===== src/rtl/f_stage_pkg.sv =====
// Shared fetch-stage constants: next-PC select encodings (also used by the
// D-stage controller), default reset PC and the bubble instruction word.
package f_stage_pkg;

    localparam int unsigned XLEN      = 32;
    localparam int unsigned NPCOP_W   = 2;
    localparam int unsigned IMM16_W   = 16;
    localparam int unsigned INDEX26_W = 26;
    localparam int unsigned REG_W     = 5;

    localparam logic [NPCOP_W-1:0] NPC_PC4 = 2'b00;
    localparam logic [NPCOP_W-1:0] NPC_BR  = 2'b01;
    localparam logic [NPCOP_W-1:0] NPC_J   = 2'b10;
    localparam logic [NPCOP_W-1:0] NPC_JR  = 2'b11;

    localparam logic [XLEN-1:0] RESET_PC_DEFAULT = 32'h0000_3000;
    localparam logic [XLEN-1:0] NOP_INSTR        = 32'h0000_0000;

endpackage


===== src/rtl/f_stage_npc.sv =====
// Next-PC generator (purely combinational).
// Ports:
//   f_pc_i      current fetch PC
//   d_pc_i      PC of the instruction in decode
//   d_imm16_i   branch offset (words, signed)
//   d_index26_i jump target index
//   d_regdata_i forwarded rs value for jr
//   eff_op_i    effective next-PC select (already masked by D valid)
//   npc_o       next fetch PC, modulo 2^32
module npc_gen
    import f_stage_pkg::*;
(
    input  logic [XLEN-1:0]      f_pc_i,
    input  logic [XLEN-1:0]      d_pc_i,
    input  logic [IMM16_W-1:0]   d_imm16_i,
    input  logic [INDEX26_W-1:0] d_index26_i,
    input  logic [XLEN-1:0]      d_regdata_i,
    input  logic [NPCOP_W-1:0]   eff_op_i,
    output logic [XLEN-1:0]      npc_o
);

    logic [XLEN-1:0] br_off;

    // Sign-extended word offset converted to a byte offset.
    assign br_off = {{14{d_imm16_i[IMM16_W-1]}}, d_imm16_i, 2'b00};

    always_comb begin
        npc_o = f_pc_i + 32'd4;
        unique case (eff_op_i)
            NPC_PC4: npc_o = f_pc_i + 32'd4;
            NPC_BR:  npc_o = d_pc_i + 32'd4 + br_off;
            NPC_J:   npc_o = {d_pc_i[31:28], d_index26_i, 2'b00};
            NPC_JR:  npc_o = d_regdata_i;
            default: npc_o = f_pc_i + 32'd4;
        endcase
    end

endmodule


===== src/rtl/f_stage.sv =====
// Instruction-fetch stage: PC register, next-PC selection and the F/D
// pipeline register, with decoded field taps for D-stage logic.
// Ports:
//   clk, reset    clock, synchronous active-high reset
//   i_inst_addr   fetch address (the PC register)
//   i_inst_rdata  instruction word returned for i_inst_addr
//   stall         freeze PC and F/D register
//   D_Flush       load a bubble into F/D
//   D_NPCOp       next-PC select from D-stage controller
//   D_RegData     forwarded rs value for jr
//   D_Instr/D_PC/D_Valid  F/D register contents
//   D_Imm16/D_Index26/D_rs/D_rt/D_rd  fields of D_Instr
module f_stage
    import f_stage_pkg::*;
#(
    parameter logic [31:0] RESET_PC = RESET_PC_DEFAULT
) (
    input  logic                 clk,
    input  logic                 reset,
    output logic [XLEN-1:0]      i_inst_addr,
    input  logic [XLEN-1:0]      i_inst_rdata,
    input  logic                 stall,
    input  logic                 D_Flush,
    input  logic [NPCOP_W-1:0]   D_NPCOp,
    input  logic [XLEN-1:0]      D_RegData,
    output logic [XLEN-1:0]      D_Instr,
    output logic [XLEN-1:0]      D_PC,
    output logic                 D_Valid,
    output logic [IMM16_W-1:0]   D_Imm16,
    output logic [INDEX26_W-1:0] D_Index26,
    output logic [REG_W-1:0]     D_rs,
    output logic [REG_W-1:0]     D_rt,
    output logic [REG_W-1:0]     D_rd
);

    logic [XLEN-1:0]    f_pc_q,    f_pc_d;
    logic [XLEN-1:0]    d_instr_q, d_instr_d;
    logic [XLEN-1:0]    d_pc_q,    d_pc_d;
    logic               d_valid_q, d_valid_d;
    logic [NPCOP_W-1:0] eff_op;
    logic [XLEN-1:0]    npc;

    // A bubble in decode must never redirect fetch.
    assign eff_op = d_valid_q ? D_NPCOp : NPC_PC4;

    npc_gen u_npc (
        .f_pc_i      (f_pc_q),
        .d_pc_i      (d_pc_q),
        .d_imm16_i   (d_instr_q[15:0]),
        .d_index26_i (d_instr_q[25:0]),
        .d_regdata_i (D_RegData),
        .eff_op_i    (eff_op),
        .npc_o       (npc)
    );

    // Next-state: stall holds everything, flush advances PC but loads a bubble.
    always_comb begin
        f_pc_d    = f_pc_q;
        d_instr_d = d_instr_q;
        d_pc_d    = d_pc_q;
        d_valid_d = d_valid_q;
        if (!stall) begin
            f_pc_d = npc;
            d_pc_d = f_pc_q;
            if (D_Flush) begin
                d_instr_d = NOP_INSTR;
                d_valid_d = 1'b0;
            end else begin
                d_instr_d = i_inst_rdata;
                d_valid_d = 1'b1;
            end
        end
    end

    always_ff @(posedge clk) begin
        if (reset) begin
            f_pc_q    <= RESET_PC;
            d_instr_q <= NOP_INSTR;
            d_pc_q    <= '0;
            d_valid_q <= 1'b0;
        end else begin
            f_pc_q    <= f_pc_d;
            d_instr_q <= d_instr_d;
            d_pc_q    <= d_pc_d;
            d_valid_q <= d_valid_d;
        end
    end

    assign i_inst_addr = f_pc_q;
    assign D_Instr     = d_instr_q;
    assign D_PC        = d_pc_q;
    assign D_Valid     = d_valid_q;
    assign D_Imm16     = d_instr_q[15:0];
    assign D_Index26   = d_instr_q[25:0];
    assign D_rs        = d_instr_q[25:21];
    assign D_rt        = d_instr_q[20:16];
    assign D_rd        = d_instr_q[15:11];

endmodule


===== config.mk =====
export PLATFORM = sky130hd
export DESIGN_NAME = f_stage
export DESIGN_NICKNAME = d
export VERILOG_FILES = /design/src/rtl/f_stage_pkg.sv /design/src/rtl/f_stage_npc.sv /design/src/rtl/f_stage.sv
export SDC_FILE = /design/constraint.sdc
export NUM_CORES = 1
export LEC_CHECK = 0
export ABC_AREA = 1
export CAP_MARGIN = 5
export CORE_ASPECT_RATIO = 0.8
export CORE_MARGIN = 2
export CORE_UTILIZATION = 33
export CTS_CLUSTER_DIAMETER = 80
export DETAILED_ROUTE_END_ITERATION = 8
export GPL_TIMING_DRIVEN = 0
export HOLD_SLACK_MARGIN = 0.1
export PLACE_DENSITY = 0.61
export SYNTH_ARGS = -nofsm -noshare
export SYNTH_HDL_FRONTEND = slang
export SYNTH_SLANG_ARGS = --single-unit
export TNS_END_PERCENT = 5

===== constraint.sdc =====
create_clock -name clk -period 3.1 [get_ports clk]
set_input_delay 0.775 -clock clk [delete_from_list [all_inputs] [get_ports clk]]
set_output_delay 0.775 -clock clk [all_outputs]
set_load 0.05 [all_outputs]

# Yosys cells after proc, flatten, opt, wreduce, memory -nomap -nowiden

Index checks and enable logic that the tools add are counted.

Register bits: 97
Input port bits: 70

Add/sub/neg operators: 3
Equal/unequal tests: 3
Muxes and demuxes: 4
Reductions and logical operators: 1

Operators by type and width:

| cell                                                | number |
|---|---|
| case mux 32 bit (4 select lines)                    | 1 |
| adder 32 x 3 -> 32 bit, second input constant       | 2 |
| adder 32 bit                                        | 1 |
| two-way mux 32 bit                                  | 1 |
| equality test 2 bit, second input constant          | 2 |
| equality test 2 x 1 -> 1 bit, second input constant | 1 |
| zero test 2 bit                                     | 1 |
| two-way mux 2 bit                                   | 1 |
| two-way mux 1 bit                                   | 1 |

# Depth between registers and ports, before layout

Gate-level depths: netlist of run 1.

Depth after elaboration: 3
Depth in mapped cells: 18

# By module

Synthesis of run 1 repeated with hierarchy kept, for this count alone.

Cells, all modules: 1281
Area, all modules: 7976.4 µm²

By module, submodules not included:

| module  | times used | cells an instance | area an instance (µm²) | seq. area each (µm²) |
|---|---|---|---|---|
| npc_gen | 1          | 800               | 4135.2                 | 0.0 |
| f_stage | 1          | 481               | 3841.2                 | 1941.9 |

# Least setup slack after synthesis of run 1

OpenSTA, ideal clock, no wires.

Path kind: reg-to-reg
Start point: reg d_instr_q[15] (netlist: D_Instr[15])
End point: reg f_pc_q[27] (netlist: i_inst_addr[27])
Library setup time: 0.109 ns
Arrival: 2.573 ns
Required time: 2.991 ns
Setup slack: 0.418 ns
Cell stages (with the launch flop): 14
Path buffers: 0
Clock period less this slack: 2.682 ns
Cells stage by stage: dfxtp_1 > ha_1 > ha_1 > nand2_1 > nor2_1 > inv_1 > nor3_1 > nand3_1 > nand3_1 > nand2_1 > nand3_1 > nand3_1 > nand2_1 > inv_1

Word-level cells in the longest chain between the ends: 2

RTL lines:

| what                             | line              | text |
|---|---|---|
| from (decl)                      | f_stage.sv:37     | `logic [XLEN-1:0] d_instr_q, d_instr_d;` |
| from (signal assigned)           | f_stage.sv:83     | `d_instr_q <= d_instr_d;` |
| adder 32 bit                     | f_stage_npc.sv:31 | `NPC_BR: npc_o = d_pc_i + 32'd4 + br_off;` |
| case mux 32 bit (4 select lines) | f_stage_npc.sv:29 | `unique case (eff_op_i)` |
| to (signal assigned)             | f_stage.sv:82     | `f_pc_q <= f_pc_d;` |
| to (decl)                        | f_stage.sv:36     | `logic [XLEN-1:0] f_pc_q, f_pc_d;` |

Every way passes these cells.
A chain may end at the register's enable or synchronous reset.

# Worst setup path in the final report of run 1

Start point: in D_NPCOp[0]
End point: reg f_pc_q[27] (netlist: i_inst_addr[27])

Word-level cells in the longest chain between the ends: 3

RTL lines:

| what                                        | line              | text |
|---|---|---|
| from (decl)                                 | f_stage.sv:24     | `input logic [NPCOP_W-1:0] D_NPCOp,` |
| two-way mux 2 bit *                         | f_stage.sv:44     | `assign eff_op = d_valid_q ? D_NPCOp : NPC_PC4;` |
| equality test 2 bit (tied with other cells) | f_stage_npc.sv:29 |  |
| case mux 32 bit (4 select lines) *          | f_stage_npc.sv:29 |  |

Mark *: on every way between the ends. The rest lies on a longest branch, timed or not.

==> run_results.csv, run 1 <==
group,metric,value,unit
timing,hold_slack,0.469,ns
routing,ant_nets,0,
die,dieArea,24200,um2
routing,vias,8783,
yosys,netlist_area,7570,um2
die,rows,49,
status,outcome,"completed",
cells_and_area,n_antenna_cell,0,
clock_network,clock_latency,0.36,ns
power,ir_drop,0.316,mV
timing,setup_ws,0.142,ns
flow_run,maxCapViolCount,0,
yosys,netlist_instances,1187,
yosys,ys_top_cells_by_count,"nand2_1, inv_1, a21oi_1",
timing,rsz0062_at_grt,"false",
clock_network,clkTransAtPathRegs,0.07,ns
timing,post-route-min-period,2.96,ns
min_path,hold_depth,2,
yosys,synth_cell_type_count,43,
power,power_density,356,nW/um2
timing,fin_skew,0.00998,ns
clock_network,tritoncts,"done",
cells_and_area,syn_to_final_growth,38.7,%
place,place_congestion,1.00,
grt,grt_antenna_before_repair,0,
timing,period_share,95.4,%
yosys,synth_area_leaders,"dfxtp_1, nand2_1, ha_1, a21oi_1, inv_1",
yosys,synth-seq-cells,97,
cells_and_area,drive_gt1_share,7.30,%
grt,grt_remaining_overflow,0,
die,fp.dieW,173,um
worst_setup_path,cp_max_fo,10,
clock_network,cts_buffers,9,
place,dp_hpwl,26200,um
timing,fmax,0.338,GHz
cells_and_area,layout.nets,1549,
cells_and_area,stdcell_count,1731,
routing,viasPerCell,5.07,
routing,drt-initial-drc-count,844,
grt,track_usage,26.3,%
timing,worst_slew_pin_slew,0.830,ns
yosys,yosys.area.top_type,"dfxtp_1",
yosys,synthFlopType,"dfxtp_1",
clock_network,hold_buffers,0,
die,start_util,33.6,%
die,ios,224,
timing,setup_violations,0,
yosys,synth.most_common_cell,"nand2_1",
place,place_ws,-0.150,ns
grt,grt_pass1_wl,49100,um
yosys,yosysTopAreaCellShare,25.7,%
grt,grt_start_max_net_pins,22,
clock_network,cts_setup_buffers,0,
clock_network,cts.sinks,97,
min_path,holdCritPathClass,"reg2reg",
yosys,synthArstFlopShare,0,%
routing,drtPass1Iterations,6,
timing,slew_violations,0,
worst_setup_path,critPathLaunchType,"primary input",
clock_network,cts_root_buffer,"clkbuf_16",
place,port_buffers,222,
worst_setup_path,end_kind,"flop",
worst_setup_path,crit_required,3.41,ns
place,dp.cells,1715,
worst_setup_path,reg2regPathDepth,18,
timing,relSlewSlack,44.7,%
routing,routed_wirelength,32200,um
clock_network,h-tree-depth,3,
worst_setup_path,path_class,"in2reg",
yosys,syn_nets,1316,
clock_network,cts_buffer_depth,2,
grt,first_global_vias,8512,
yosys,synth-edff-count,0,
routing,wl_per_cell,18.6,um
yosys,synth_area_per_cell,6.38,um2
yosys,yosysWarnings,0,
die,coreArea,22500,um2
power,power_leakage,4.82,nW
die,die_h,139,um
yosys,ys_seq_area_share,25.7,%
worst_setup_path,worstPathArrival,3.26,ns
routing,drc,0,
timing,hold_violations,0,
==> registers in the layout, indices dropped and copies added (netlist names) <==
signal / count
D_Valid: 1
D_PC: 32
D_Instr: 32
i_inst_addr: 32
==> path summary, 6_finish.rpt <==
kind	to	startpoint	slack [ns]
setup / recovery	i_inst_addr[27]	D_NPCOp[0]	0.14
setup reg to reg	i_inst_addr[27]	D_Instr[0]	0.19
hold / removal	D_Instr[27]	D_Instr[27]	0.47
hold reg to reg	D_Instr[27]	D_Instr[27]	0.47
==> routing by layer <==
layer  share of wire, %  GRT usage, %  up-vias
li1                   -             -     4304
met1                 45          35.9     4074
met2                 44          42.2      379
met3                9.4          5.38       26
met4                1.6          6.69        0
met5                  0             0        -
==> logic make-up after synthesis <==
kind of cell,Yosys count,synth area share [%]
AOI/OAI and AO/OA,239,17.5
adders and majority gates,59,9.85
and+or+nand+nor,531,30.0
xor gates and xnor gates,18,2.08
buffers and inverters,243,15.0
DFF,97,25.7
==> layout make-up <==
cell class	instances	area (um2)
Clock inverter	5	53.8
Buffer	98	589
Inverter	145	544
Sequential cell	97	1950
Clock buffer	11	253
Multi-Input combinational cell	847	4510
Timing Repair Buffer	222	2220
Fill cell	2372	12000
Tap cell	306	383
==> worst max-delay path, cell delays in order <==
cell and delay, ns:
clkdlybuf4s50_1 0.48, nand2_1 0.09, nor2_1 0.33, buf_2 0.35, buf_1 0.64, nand3_1 0.34
nand3_1 0.15, nand2_1 0.06, inv_1 0.04
==> repair_timing <==
item,4_1_cts,5_1_grt
resized for setup,2,4
endpoints found under the setup margin,7,6
cloned,0,0
==> placed cells by master (no fill, tap or decap), drive strengths merged, types with 3 or more instances in the layout <==
master | netlist | final
o211ai | 5 | 5
nand3b | 4 | 4
xnor2 | 3 | 3
o21bai | 3 | 3
clkinv | 1 | 5
nand4 | 19 | 19
o21ai | 60 | 60
nor2 | 90 | 90
buf | 65 | 65
nor3 | 17 | 17
ha | 58 | 58
or2 | 6 | 6
a22oi | 29 | 29
a21oi | 132 | 132
nand3 | 72 | 72
xor2 | 15 | 15
clkdlybuf4s50 | 0 | 222
nand2 | 323 | 323
dfxtp | 97 | 97
clkbuf | 33 | 44
inv | 144 | 144
==> power by group <==
part	switching (mW)	leakage, nW	total, mW	internal, mW
logic	0.726	3.87	1.14	0.414
registers	0.112	0.800	1.43	1.32
clock network	0.504	0.155	1.17	0.668
total	1.34	4.82	3.74	2.40
==> stage by stage <==
stage               cell area [um2]  TNS [ns]  util [%]  power, mW
finish                        10500         0      46.7       3.74
floorplan                      7570         0         -       2.13
detailed placement            10200    -0.375      45.2       2.59
global placement              10200    -0.742      45.2       2.58
CTS                           10500         0      46.6       3.75
global route                  10500         0      46.7       3.88
(Power assumes the default switching activity.)
==> run 2: changes to the inputs <==
- clock period: 3.1 -> 3.5 ns (I/O delays scaled with it)
==> run 2 against run 1 <==
Setup slack gained 0.096 ns. Flip-flop and latch count stayed put. Power decreased by 11%. Final cell count is the same. Count of clock-buffer cells in the layout did not move. Sequential power decreased by 11%. Via count is essentially flat. Hold slack barely moved. Combinational power decreased by 11%. Global-route usage unchanged. Cell area shrank 0.17%. Largest cell class unchanged.
==> run_results.csv, run 2 (synthesized netlist as in run 1, its figures left out) <==
group,metric,value,unit
timing,setup_violations,0,
die,dieArea,24200,um2
routing,drtPass1Iterations,5,
cells_and_area,layout.nets,1549,
timing,worst_slew_pin_slew,0.953,ns
routing,drc,0,
timing,post-route-min-period,3.26,ns
timing,hold_slack,0.469,ns
place,port_buffers,222,
timing,finalSetupTns,0,ns
clock_network,hold_buffers,0,
timing,period_share,93.2,%
clock_network,clock_latency,0.36,ns
die,start_util,33.6,%
timing,rsz0062_at_grt,"false",
routing,viasPerCell,5.08,
timing,hold_violations,0,
worst_setup_path,critPathLaunchType,"flop",
die,coreArea,22500,um2
worst_setup_path,r2r_end,"i_inst_addr[27]",
timing,fin_skew,0.0117,ns
cells_and_area,mostFrequentLayoutCells,"nand2_1, clkdlybuf4s50_1, inv_1",
power,ir_drop,0.282,mV
grt,grt_antenna_before_repair,0,
place,dp.cells,1715,
clock_network,clkTransAtPathRegs,0.07,ns
status,outcome,"completed",
clock_network,cts_root_buffer,"clkbuf_16",
cells_and_area,drive_gt1_share,6.95,%
routing,ant_nets,0,
grt,grt_remaining_overflow,0,
cells_and_area,stdcell_count,1731,
clock_network,cts_setup_buffers,0,
worst_setup_path,cp_max_fo,21,
cells_and_area,syn_to_final_growth,38.5,%
grt,grt_start_max_net_pins,22,
place,placed_area,10200,um2
min_path,hold_start,"D_Instr[27]",
routing,routed_wirelength,32200,um
worst_setup_path,worstPathArrival,3.52,ns
clock_network,h-tree-depth,3,
worst_setup_path,end_kind,"flop",
die,ios,224,
clock_network,cts_buffers,9,
worst_setup_path,r2r_start,"D_Instr[15]",
routing,wl_per_cell,18.6,um
grt,track_usage,26.3,%
power,power_leakage,4.81,nW
clock_network,cts.sinks,97,
timing,slew_violations,0,
cells_and_area,stdcell_area,10500,um2
grt,first_global_vias,8512,
worst_setup_path,path_class,"reg2reg",
place,dp_hpwl,26200,um
routing,vias,8787,
cells_and_area,n_antenna_cell,0,
power,p_total,3.32,mW
min_path,holdCritPathClass,"reg2reg",
min_path,hold_depth,2,
cells_and_area,layout_commonest_cell,"nand2_1",
timing,relSlewSlack,36.4,%
worst_setup_path,reg2regPathDepth,13,
flow_run,maxCapViolCount,0,
clock_network,tritoncts,"done",
timing,fmax,0.307,GHz
min_path,hold_path_end,"D_Instr[27]",
grt,grt_pass1_wl,49100,um
die,rows,49,
worst_setup_path,crit_required,3.76,ns
worst_setup_path,cp-startpoint,"D_Instr[15]",
power,power_density,317,nW/um2
worst_setup_path,rrSetupSlack,0.24,ns
die,die_h,139,um
clock_network,cts_buffer_depth,2,
routing,drt-initial-drc-count,802,
place,place_congestion,1.00,
die,fp.dieW,173,um
clock_network,ctsResizeCount,0,
-- run 2: worst max path at each step --
stage	end	slack, ns	cells past startpoint
final	i_inst_addr[27]	0.24	13
after global routing	i_inst_addr[27]	0.01	13
after CTS	i_inst_addr[27]	0.26	13
after detailed placement	i_inst_addr[27]	0.15	9
after global placement	i_inst_addr[27]	0.08	9
after floorplan	i_inst_addr[27]	0.82	13
-- run 2: worst max-delay path, cell delays in order (launching register included) --
cell and delay (ns):
dfxtp_1 0.94, ha_1 0.38, ha_1 0.39, nand2_1 0.14, nor2_1 0.22, inv_1 0.06, nor3_1 0.26, nand3_1 0.20
nand3_1 0.11, nand2_1 0.05, nand3_1 0.18, nand3_1 0.11, nand2_1 0.07, inv_1 0.03
-- run 2: stage by stage --
stage | setup WS [ns] | util [%]
floorplan | 0.818 | -
global placement | 0.0801 | 45.2
detailed placement | 0.150 | 45.2
CTS | 0.256 | 46.6
global route | 0.0134 | 46.6
finish | 0.239 | 46.6
-- run 2: layer usage --
layer	global-route usage (%)	wire, um	share of wire (%)	up-vias
li1	-	-	-	4315
met1	35.9	14500	45	4055
met2	42.2	14200	44	388
met3	5.38	3010	9.3	29
met4	6.69	522	1.6	0
met5	0	0	0	-
-- run 2: layout make-up --
| cell class | instances | area [um2] |
|---|---|---|
| Buffer | 98 | 589 |
| Inverter | 145 | 544 |
| Multi-Input combinational cell | 847 | 4490 |
| Clock buffer | 11 | 253 |
| Sequential cell | 97 | 1940 |
| Tap cell | 306 | 383 |
| Fill cell | 2372 | 12000 |
| Timing Repair Buffer | 222 | 2220 |
| Clock inverter | 5 | 53.8 |
-- run 2: power breakdown --
group / internal [mW] / switching [mW] / total (mW)
Combinational: 0.367 / 0.643 / 1.01
Sequential: 1.17 / 0.0994 / 1.27
Clock: 0.591 / 0.454 / 1.05
Total: 2.13 / 1.20 / 3.32
